### src/rtl/mips_multicycle_control_if.sv
// Bus between the multi-cycle MIPS controller and its datapath.
// The master side is the controller, which drives strobes, selects and
// debug counters. The slave side is the datapath/IR, which supplies
// opcode, funct, the ALU zero flag and the memory ready.
interface mips_multicycle_control_if #(
  parameter int CNT_W = 32
);
  logic [5:0]       opcode;
  logic [5:0]       funct;
  logic             zero;
  logic             mem_ready;

  logic             pc_write;
  logic             pc_write_cond;
  logic             iord;
  logic             mem_read;
  logic             mem_write;
  logic             ir_write;
  logic [1:0]       mem_to_reg;
  logic [1:0]       reg_dst;
  logic             reg_write;
  logic             alu_src_a;
  logic [1:0]       alu_src_b;
  logic [1:0]       alu_op;
  logic [1:0]       pc_source;
  logic             illegal;
  logic [3:0]       state;
  logic [CNT_W-1:0] retired_count;
  logic [CNT_W-1:0] cycle_count;

  modport master (
    input  opcode, funct, zero, mem_ready,
    output pc_write, pc_write_cond, iord, mem_read, mem_write, ir_write,
           mem_to_reg, reg_dst, reg_write, alu_src_a, alu_src_b, alu_op,
           pc_source, illegal, state, retired_count, cycle_count
  );

  modport slave (
    output opcode, funct, zero, mem_ready,
    input  pc_write, pc_write_cond, iord, mem_read, mem_write, ir_write,
           mem_to_reg, reg_dst, reg_write, alu_src_a, alu_src_b, alu_op,
           pc_source, illegal, state, retired_count, cycle_count
  );
endinterface

### src/rtl/mips_multicycle_control.sv
// Multi-cycle MIPS control FSM with memory wait states, jal/jr,
// illegal-opcode trap and retired/cycle counters.
//
// state   | code | meaning
// FETCH   | 0    | read instruction at PC, PC+4 -> PC when memory ready
// DECODE  | 1    | register read, branch target -> ALUOut
// MEMADR  | 2    | lw/sw effective address
// MEMRD   | 3    | data read at ALUOut, wait for ready
// MEMWB   | 4    | MDR -> rt
// MEMWR   | 5    | data write at ALUOut, wait for ready
// EXEC    | 6    | R-type ALU operation
// ALUWB   | 7    | ALUOut -> rd
// BRANCH  | 8    | beq compare, conditional PC load
// ADDIEX  | 9    | A + imm
// ADDIWB  | 10   | ALUOut -> rt
// JUMP    | 11   | jump target -> PC
// JAL     | 12   | jump target -> PC, PC(+4) -> r31
// JR      | 13   | A -> PC
// TRAP    | 14   | illegal opcode, parked until reset
module mips_multicycle_control #(
  parameter int CNT_W           = 32,
  parameter bit TRAP_ON_ILLEGAL = 1'b1,
  parameter bit ENABLE_JAL      = 1'b1,
  parameter bit ENABLE_JR       = 1'b1
) (
  input  logic                       clk_i,
  input  logic                       reset_i,
  mips_multicycle_control_if.master  bus
);

  typedef enum logic [3:0] {
    FETCH  = 4'd0,  DECODE = 4'd1,  MEMADR = 4'd2,  MEMRD  = 4'd3,
    MEMWB  = 4'd4,  MEMWR  = 4'd5,  EXEC   = 4'd6,  ALUWB  = 4'd7,
    BRANCH = 4'd8,  ADDIEX = 4'd9,  ADDIWB = 4'd10, JUMP   = 4'd11,
    JAL    = 4'd12, JR     = 4'd13, TRAP   = 4'd14
  } state_t;

  typedef struct packed {
    logic       pc_write;
    logic       pc_write_cond;
    logic       iord;
    logic       mem_read;
    logic       mem_write;
    logic       ir_write;
    logic [1:0] mem_to_reg;
    logic [1:0] reg_dst;
    logic       reg_write;
    logic       alu_src_a;
    logic [1:0] alu_src_b;
    logic [1:0] alu_op;
    logic [1:0] pc_source;
    logic       illegal;
  } ctrl_t;

  localparam logic [5:0] OP_RTYPE = 6'b000000;
  localparam logic [5:0] OP_J     = 6'b000010;
  localparam logic [5:0] OP_JAL   = 6'b000011;
  localparam logic [5:0] OP_BEQ   = 6'b000100;
  localparam logic [5:0] OP_ADDI  = 6'b001000;
  localparam logic [5:0] OP_LW    = 6'b100011;
  localparam logic [5:0] OP_SW    = 6'b101011;
  localparam logic [5:0] FN_JR    = 6'b001000;

  state_t           state_q, state_d;
  ctrl_t            ctrl_q, ctrl_o;
  logic [CNT_W-1:0] retired_q, cycle_q;
  logic             illegal_op;
  logic             retire;

  // Zero is combined with pc_write_cond inside the datapath's PC-load logic.
  logic unused_zero;
  assign unused_zero = bus.zero;

  // Moore output table. FETCH's PCWrite/IRWrite are added later, gated by ready.
  function automatic ctrl_t decode_ctrl(input state_t s);
    ctrl_t c;
    c = '0;
    case (s)
      FETCH:  begin c.mem_read = 1'b1; c.alu_src_b = 2'd1; end
      DECODE: c.alu_src_b = 2'd3;
      MEMADR: begin c.alu_src_a = 1'b1; c.alu_src_b = 2'd2; end
      MEMRD:  begin c.mem_read = 1'b1; c.iord = 1'b1; end
      MEMWB:  begin c.reg_write = 1'b1; c.mem_to_reg = 2'd1; end
      MEMWR:  begin c.mem_write = 1'b1; c.iord = 1'b1; end
      EXEC:   begin c.alu_src_a = 1'b1; c.alu_op = 2'd2; end
      ALUWB:  begin c.reg_write = 1'b1; c.reg_dst = 2'd1; end
      BRANCH: begin
        c.alu_src_a = 1'b1; c.alu_op = 2'd1;
        c.pc_write_cond = 1'b1; c.pc_source = 2'd1;
      end
      ADDIEX: begin c.alu_src_a = 1'b1; c.alu_src_b = 2'd2; end
      ADDIWB: c.reg_write = 1'b1;
      JUMP:   begin c.pc_write = 1'b1; c.pc_source = 2'd2; end
      JAL:    begin
        c.pc_write = 1'b1; c.pc_source = 2'd2;
        c.reg_write = 1'b1; c.reg_dst = 2'd2; c.mem_to_reg = 2'd2;
      end
      JR:     begin c.pc_write = 1'b1; c.pc_source = 2'd3; end
      TRAP:   c.illegal = 1'b1;
      default: c = '0;
    endcase
    return c;
  endfunction

  // Classify the opcode as unsupported for this configuration.
  always_comb begin
    illegal_op = 1'b0;
    case (bus.opcode)
      OP_RTYPE, OP_J, OP_BEQ, OP_ADDI, OP_LW, OP_SW: illegal_op = 1'b0;
      OP_JAL:  illegal_op = !ENABLE_JAL;
      default: illegal_op = 1'b1;
    endcase
  end

  // Next-state logic.
  always_comb begin
    state_d = state_q;
    case (state_q)
      FETCH:  if (bus.mem_ready) state_d = DECODE;
      DECODE: begin
        if (illegal_op) begin
          state_d = TRAP_ON_ILLEGAL ? TRAP : FETCH;
        end else begin
          case (bus.opcode)
            OP_LW, OP_SW: state_d = MEMADR;
            OP_RTYPE:     state_d = (ENABLE_JR && bus.funct == FN_JR) ? JR : EXEC;
            OP_BEQ:       state_d = BRANCH;
            OP_ADDI:      state_d = ADDIEX;
            OP_J:         state_d = JUMP;
            OP_JAL:       state_d = JAL;
            default:      state_d = FETCH;
          endcase
        end
      end
      MEMADR: state_d = (bus.opcode == OP_LW) ? MEMRD : MEMWR;
      MEMRD:  if (bus.mem_ready) state_d = MEMWB;
      MEMWR:  if (bus.mem_ready) state_d = FETCH;
      EXEC:   state_d = ALUWB;
      ADDIEX: state_d = ADDIWB;
      MEMWB, ALUWB, ADDIWB, BRANCH, JUMP, JAL, JR: state_d = FETCH;
      TRAP:   state_d = TRAP;
      default: state_d = FETCH;
    endcase
  end

  // Final cycle of an instruction bumps the retired counter.
  always_comb begin
    retire = 1'b0;
    case (state_q)
      MEMWB, ALUWB, ADDIWB, BRANCH, JUMP, JAL, JR: retire = 1'b1;
      MEMWR:   retire = bus.mem_ready;
      DECODE:  retire = illegal_op && !TRAP_ON_ILLEGAL;
      default: retire = 1'b0;
    endcase
  end

  // State, registered control word and counters; the control word is
  // registered alongside the state so selects come straight from flops.
  always_ff @(posedge clk_i) begin
    if (reset_i) begin
      state_q   <= FETCH;
      ctrl_q    <= decode_ctrl(FETCH);
      retired_q <= '0;
      cycle_q   <= '0;
    end else begin
      state_q <= state_d;
      ctrl_q  <= decode_ctrl(state_d);
      cycle_q <= cycle_q + CNT_W'(1);
      if (retire) retired_q <= retired_q + CNT_W'(1);
    end
  end

  // Fetch handshake gating and reset blanking of everything driven out.
  always_comb begin
    ctrl_o = ctrl_q;
    if (state_q == FETCH) begin
      ctrl_o.pc_write = bus.mem_ready;
      ctrl_o.ir_write = bus.mem_ready;
    end
    if (reset_i) ctrl_o = '0;
  end

  assign bus.pc_write      = ctrl_o.pc_write;
  assign bus.pc_write_cond = ctrl_o.pc_write_cond;
  assign bus.iord          = ctrl_o.iord;
  assign bus.mem_read      = ctrl_o.mem_read;
  assign bus.mem_write     = ctrl_o.mem_write;
  assign bus.ir_write      = ctrl_o.ir_write;
  assign bus.mem_to_reg    = ctrl_o.mem_to_reg;
  assign bus.reg_dst       = ctrl_o.reg_dst;
  assign bus.reg_write     = ctrl_o.reg_write;
  assign bus.alu_src_a     = ctrl_o.alu_src_a;
  assign bus.alu_src_b     = ctrl_o.alu_src_b;
  assign bus.alu_op        = ctrl_o.alu_op;
  assign bus.pc_source     = ctrl_o.pc_source;
  assign bus.illegal       = ctrl_o.illegal;
  assign bus.state         = state_q;
  assign bus.retired_count = retired_q;
  assign bus.cycle_count   = cycle_q;

endmodule

### src/flat_wrapper.sv
// flat-port wrapper written by rule: the top's interface ports become plain ports
module mips_multicycle_control_flat 
#(
  parameter int CNT_W           = 32,
  parameter bit TRAP_ON_ILLEGAL = 1'b1,
  parameter bit ENABLE_JAL      = 1'b1,
  parameter bit ENABLE_JR       = 1'b1
)
  (clk_i, reset_i, bus_opcode, bus_funct, bus_zero, bus_mem_ready, bus_pc_write, bus_pc_write_cond, bus_iord, bus_mem_read, bus_mem_write, bus_ir_write, bus_mem_to_reg, bus_reg_dst, bus_reg_write, bus_alu_src_a, bus_alu_src_b, bus_alu_op, bus_pc_source, bus_illegal, bus_state, bus_retired_count, bus_cycle_count);
  mips_multicycle_control_if #(.CNT_W(CNT_W)) bus_i ();
  input  logic clk_i;
  input  logic reset_i;
  input wire logic [$bits(bus_i.opcode)-1:0] bus_opcode;
  input wire logic [$bits(bus_i.funct)-1:0] bus_funct;
  input wire logic [$bits(bus_i.zero)-1:0] bus_zero;
  input wire logic [$bits(bus_i.mem_ready)-1:0] bus_mem_ready;
  output wire logic [$bits(bus_i.pc_write)-1:0] bus_pc_write;
  output wire logic [$bits(bus_i.pc_write_cond)-1:0] bus_pc_write_cond;
  output wire logic [$bits(bus_i.iord)-1:0] bus_iord;
  output wire logic [$bits(bus_i.mem_read)-1:0] bus_mem_read;
  output wire logic [$bits(bus_i.mem_write)-1:0] bus_mem_write;
  output wire logic [$bits(bus_i.ir_write)-1:0] bus_ir_write;
  output wire logic [$bits(bus_i.mem_to_reg)-1:0] bus_mem_to_reg;
  output wire logic [$bits(bus_i.reg_dst)-1:0] bus_reg_dst;
  output wire logic [$bits(bus_i.reg_write)-1:0] bus_reg_write;
  output wire logic [$bits(bus_i.alu_src_a)-1:0] bus_alu_src_a;
  output wire logic [$bits(bus_i.alu_src_b)-1:0] bus_alu_src_b;
  output wire logic [$bits(bus_i.alu_op)-1:0] bus_alu_op;
  output wire logic [$bits(bus_i.pc_source)-1:0] bus_pc_source;
  output wire logic [$bits(bus_i.illegal)-1:0] bus_illegal;
  output wire logic [$bits(bus_i.state)-1:0] bus_state;
  output wire logic [$bits(bus_i.retired_count)-1:0] bus_retired_count;
  output wire logic [$bits(bus_i.cycle_count)-1:0] bus_cycle_count;
  assign bus_i.opcode = bus_opcode;
  assign bus_i.funct = bus_funct;
  assign bus_i.zero = bus_zero;
  assign bus_i.mem_ready = bus_mem_ready;
  assign bus_pc_write = bus_i.pc_write;
  assign bus_pc_write_cond = bus_i.pc_write_cond;
  assign bus_iord = bus_i.iord;
  assign bus_mem_read = bus_i.mem_read;
  assign bus_mem_write = bus_i.mem_write;
  assign bus_ir_write = bus_i.ir_write;
  assign bus_mem_to_reg = bus_i.mem_to_reg;
  assign bus_reg_dst = bus_i.reg_dst;
  assign bus_reg_write = bus_i.reg_write;
  assign bus_alu_src_a = bus_i.alu_src_a;
  assign bus_alu_src_b = bus_i.alu_src_b;
  assign bus_alu_op = bus_i.alu_op;
  assign bus_pc_source = bus_i.pc_source;
  assign bus_illegal = bus_i.illegal;
  assign bus_state = bus_i.state;
  assign bus_retired_count = bus_i.retired_count;
  assign bus_cycle_count = bus_i.cycle_count;
  mips_multicycle_control #(.CNT_W(CNT_W), .TRAP_ON_ILLEGAL(TRAP_ON_ILLEGAL), .ENABLE_JAL(ENABLE_JAL), .ENABLE_JR(ENABLE_JR)) u_core (.clk_i(clk_i), .reset_i(reset_i), .bus(bus_i));
endmodule
### config.mk
export PLATFORM = sky130hd
export DESIGN_NAME = mips_multicycle_control_flat
export DESIGN_NICKNAME = d
export VERILOG_FILES = /design/src/rtl/mips_multicycle_control_if.sv /design/src/rtl/mips_multicycle_control.sv /design/src/flat_wrapper.sv
export SDC_FILE = /design/constraint.sdc
export NUM_CORES = 1
export LEC_CHECK = 0
export BUFFER_PORTS_ARGS = -buffer_cell sky130_fd_sc_hd__buf_2
export CAP_MARGIN = 20
export CORE_MARGIN = 1
export CORE_UTILIZATION = 40
export DETAILED_ROUTE_END_ITERATION = 6
export PLACE_DENSITY = 0.61
export SETUP_SLACK_MARGIN = 0.3
export SYNTH_ARGS = -nofsm -noshare
export SYNTH_HDL_FRONTEND = slang
export SYNTH_SLANG_ARGS = --single-unit
### constraint.sdc
create_clock -name clk_i -period 2.7 [get_ports clk_i]
set_clock_uncertainty 0.15 [all_clocks]
set_input_delay 0.81 -clock clk_i [delete_from_list [all_inputs] [get_ports clk_i]]
set_output_delay 0.81 -clock clk_i [all_outputs]
set_load 0.02 [all_outputs]
## Word level (Yosys, flattened, before mapping)

Index checks and enable logic that the tools add are counted.

- Bits in registers: 86
- Input port bits: 16

- $add $sub $neg: 2
- Equality and inequality tests: 35
- Mux-type cells: 25
- Reduce and logical (&&, ||, !) cells: 13

Operators by type and width:

| cell | number |
|---|---|
| $add A32 B1 Y32 const B | 2 |
| $eq A4 B4 Y1 const B | 14 |
| $eq A4 B3 Y1 const B | 8 |
| $pmux W4 S8 | 1 |
| $pmux W4 S6 | 1 |
| $mux W4 | 5 |
| $mux W19 | 1 |
| $eq A4 B2 Y1 const B | 4 |
| $reduce_or A7 Y1 | 2 |
| $eq A6 B2 Y1 const B | 2 |
| $eq A6 B4 Y1 const B | 2 |
| $eq A6 B6 Y1 const B | 2 |
| $pmux W2 S2 | 3 |
| $pmux W2 S3 | 2 |
| $mux W1 | 10 |
| $reduce_or A2 Y1 | 5 |
| $eq A4 B1 Y1 const B | 2 |
| $logic_not A4 Y1 | 2 |
| $reduce_or A4 Y1 | 2 |
| $eq A6 B3 Y1 const B | 1 |
| $logic_not A6 Y1 | 1 |
| $mux W3 | 1 |
| $reduce_or A3 Y1 | 1 |
| $pmux W1 S2 | 1 |

## Longest topological paths before layout

- Depth in word-level cells: 8
- Gate-level depth with buffers: 9
- Depth with buffers taken out: 7

## Worst setup path before layout

Ideal clock, no wire load.

- Path kind: input to output
- From: input port reset_i
- To: output port bus_ir_write
- Data arrival time: 1750 ps
- Data required time: 1740 ps
- Path slack: -10 ps
- Stages: 4
- Buffers on the path: 3
- Cells stage by stage: clkbuf_1 -> clkbuf_1 -> buf_1 -> nor2_1

- Word-level cells in the longest chain between the ends: 1

Ends and longest elaborated chain:

| item | line | RTL |
|---|---|---|
| start: declaration | flat_wrapper.sv:12 | `input logic reset_i;` |
| $mux W19 | mips_multicycle_control.sv:180 | `if (reset_i) ctrl_o = '0;` |
| end: declaration | flat_wrapper.sv:22 | `output wire logic [$bits(bus_i.ir_write)-1:0] bus_ir_write;` |

No other way between the ends.

## Worst setup path after layout

- From: register u_core.state_q[2] (netlist: u_core.bus.state[2])
- To: output port bus_pc_write

- Word-level cells in the longest chain between the ends: 3

Ends and longest elaborated chain:

| item | line | RTL |
|---|---|---|
| start: declaration | mips_multicycle_control.sv:64 | `state_t state_q, state_d;` |
| start signal: assignment | mips_multicycle_control.sv:166 | `state_q <= state_d;` |
| $logic_not A4 Y1 | mips_multicycle_control.sv:176 | `if (state_q == FETCH) begin` |
| $mux W1 | mips_multicycle_control.sv:176 |  |
| $mux W19 | mips_multicycle_control.sv:180 |  |
| end: declaration | flat_wrapper.sv:17 | `output wire logic [$bits(bus_i.pc_write)-1:0] bus_pc_write;` |

No other way between the ends.

==> parameters.txt <==
Parameter                              Value

Yosys
  Cells after Synth    478
  Ys Warns    0
  Main synth FF type    dfxtp_1
  Per-instance average area after synthesis    8.56 um2
  Yosys reg bits    85
  Register area share after synthesis    41.6%
  Fraction of synthesized cell area taken by the top area cell type    41.6%
  Number of enable flip-flop cells after synthesis    0
  Nets in the synthesized netlist    496
  Biggest area contributors in the synthesized netlist    dfxtp_1 42%, nor2_1 6.7%, xnor2_1 5.8%
  Post-synth top area cell    dfxtp_1
  Count of different cell masters after synthesis    56
  Post-synthesis async set-or-reset flop share    0%
  Netlist area before placement    4090 um2

Clock tree
  CTS tree    built
  Clock tree buffer depth    2
  Root cell of the clock tree    clkbuf_8
  Number of buffers created by CTS    9
  Clock sinks    85
  Clock transition at the register clock pins on the worst setup and hold paths after CTS    0.08 ns
  Clock latency at the later pin of the worst-skew pair    0.35 ns
  Count of hold buffers inserted by post-cts repair    0
  CTS H-Tree Depth    3

Die
  Starting density of the core    41.5%
  Total Die Area    10600 um2
  Core region area    9860 um2
  Count of pins on the block boundary    103
  Die extent in y    103 um
  Num rows    36
  Width of the die    103 um

Worst setup path
  Maximum net fanout on the critical path    3
  Nature of the critical path startpoint    register
  Crit path required time    1.74 ns
  Arrival time of the worst setup path    1.52 ns
  Kind of capture point of the worst setup path    output pin
  CP Cell Sequence    or2_4 > nor3_4 > nand2_2 > a21oi_4 > buf_4
  Slowest stage cell, crit path    dfxtp_1
  Critical path's largest stage delay    0.32 ns
  Crit Path Category    register to output pin

GRT
  Global-route wire length before repair    15.0 mm
  Most Crowded Layer GR    met2
  Number of antenna violations at the first check in global routing    0
  Met2 global-route usage    28.5%
  Vias in the first global route    3181
  Largest net degree at the start of global routing    65
  Sum of overflow across all layers after global routing    0
  Global routing usage on met1    24.2%
  Global-route total usage across every layer    18.1%
  Met3 Usage GRT    3.53%

Timing
  Time the worst path needs with I/O delays and setup    2.48 ns
  Achievable clock frequency    0.403 GHz
  Number of pins exceeding their max-slew limit in the final report    0
  Tightest Pin Transition    0.669 ns
  Final setup violation count    0
  RSZ-0062 raised after global routing    yes
  Final Hold Fails    0
  Final cycle utilization of the critical path    91.9%
  Worst slew margin relative to its limit    55.4%

Route
  Routed vias    3676
  First DRT Iteration DRCs    167
  ANT nets after route    0
  Via density per instance    5.08
  Number of remaining DRC errors    0
  Number of optimization iterations in the first detailed-route pass    4
  Routed len/inst    12.9 um
  Routed wire length    9.30 mm

Cells and area
  Area delta synth->final    23.7%
  Antenna diode instance count    0
  Nets    603
  Layout Cells excl Fill    723
  Sequential cell area    1700 um2
  Fraction of layout instances using a drive strength above 1    26.8%
  Area taken by multi-input logic gates    2270 um2
  Count of fill cells added during filler insertion    976

Power
  Worst ir drop on vdd    0.000272 V
  Static leakage    2.08 nW
  Power density cells    559 nW/um2
  Final total power    2.83 mW

Placed design
  Placer's final routability congestion estimate    0.899
  Number of placed cells counting well taps    706
  HPWL after detailed placement    6.65 mm
  IO buf count    101

Run status
  Result of the run    finished clean

Run
  Max-cap violations    0

Hold path
  Tightest Hold Check Type    register to register
[report_power, final]
| group | switching, mW | internal [mW] | total, mW | leakage [nW] |
|---|---|---|---|---|
| clock | 0.439 | 0.573 | 1.01 | 0.110 |
| combinational | 0.281 | 0.209 | 0.490 | 1.28 |
| sequential | 0.0330 | 1.30 | 1.33 | 0.688 |
[critical path, delay by kind of cell, from the launching register on]
kind / cells / cell delay, ns
DFF: 1 / 0.32
buffers and inverters: 1 / 0.15
AOI/OAI and AO/OA: 1 / 0.14
and+or+nand+nor: 3 / 0.55
[logic make-up (layout without fill, tap and decap cells)]
family                     after synthesis  in the layout  synth area share, %
and+or+nand+nor                        243            243                 31.5
DFF                                     85             85                 41.6
AOI/OAI and AO/OA                       57             57                 10.1
xor gates and xnor gates                52             52                 11.1
buffers and inverters                   36            148                 4.40
muxes                                    3              3                0.734
adders and majority gates                2              2                0.611
[registers in the layout, summed over array words and instances (netlist names)]
| register | flops |
|---|---|
| u_core.bus.cycle_count | 32 |
| u_core.bus.retired_count | 32 |
| u_core.bus.state | 4 |
| u_core.ctrl_q | 17 |
[stage by stage]
stage | area, um2 | setup slack (ns) | hold WS, ns | setup TNS (ns) | utilization, %
6_report | 5060 | 0.219 | 0.335 | 0 | 51.3
5_1_grt | 5060 | 0.147 | 0.364 | 0 | 51.3
4_1_cts | 5030 | 0.202 | 0.338 | 0 | 51.0
3_5_place_dp | 4780 | -0.0330 | 0.318 | -0.0648 | 48.5
3_3_place_gp | 4780 | -0.00970 | 0.317 | -0.0166 | 48.5
2_1_floorplan | 4140 | 0.295 | 0.375 | 0 | -
[Yosys cell counts (3+ instances only)]
library cell / number
nor4_1: 3
nand2b_1: 9
nand3_1: 28
and4_1: 6
buf_6: 4
xnor2_1: 27
nor2_1: 73
inv_1: 14
and3_1: 12
buf_2: 6
or3_1: 13
mux2i_1: 3
dfxtp_1: 85
nand2_1: 24
xor2_1: 25
a21oi_1: 17
o311ai_0: 3
o21ai_0: 14
or2_2: 3
clkbuf_1: 8
and2_1: 5
nor3_1: 20
nor2b_1: 18
nand4_1: 15
[per-layer routing]
| layer | up-vias | routed length [um] |
|---|---|---|
| met1 | 1728 | 4500 |
| li1 | 1858 | - |
| met3 | 14 | 380 |
| met4 | 0 | 142 |
| met2 | 76 | 4280 |
| met5 | - | 0 |
[layout by cell type (no fill, tap or decap), drive strengths merged, types with 6 or more instances in the layout]
cell type  instances
a21oi             17
and3              12
and4               6
buf              118
clkbuf            13
dfxtp             85
inv               14
nand2             24
nand2b            10
nand3             28
nand4             15
nor2              73
nor2b             18
nor3              21
o21ai             14
or3               13
xnor2             27
xor2              25
[worst paths after layout]
check,cells after the start,to,slack (ns),from
max,5,bus_pc_write,0.22,u_core.bus.state[2]$_SDFF_PP0_
min,1,u_core.bus.cycle_count[0]$_SDFF_PP0_,0.33,u_core.bus.cycle_count[0]$_SDFF_PP0_
max reg2reg,6,u_core.ctrl_q[5]$_SDFF_PP1_,0.42,u_core.bus.state[1]$_SDFF_PP0_
min reg2reg,1,u_core.bus.cycle_count[0]$_SDFF_PP0_,0.33,u_core.bus.cycle_count[0]$_SDFF_PP0_
[cell type report]
class	count	share of cell area [%]
timing repair buffer	118	12.7
inverter	14	1.04
multi-input combinational	357	44.8
sequential	85	33.7
tap	133	3.29
clock buffer	13	3.14
clock inverter	3	1.33
[what timing repair did]
item / CTS / global route
pin swaps: 1 / 2
endpoints found under the setup margin: 20 / 10
gates resized for setup: 8 / 6
setup buffers: 0 / 1
(Power assumes the default switching activity.)
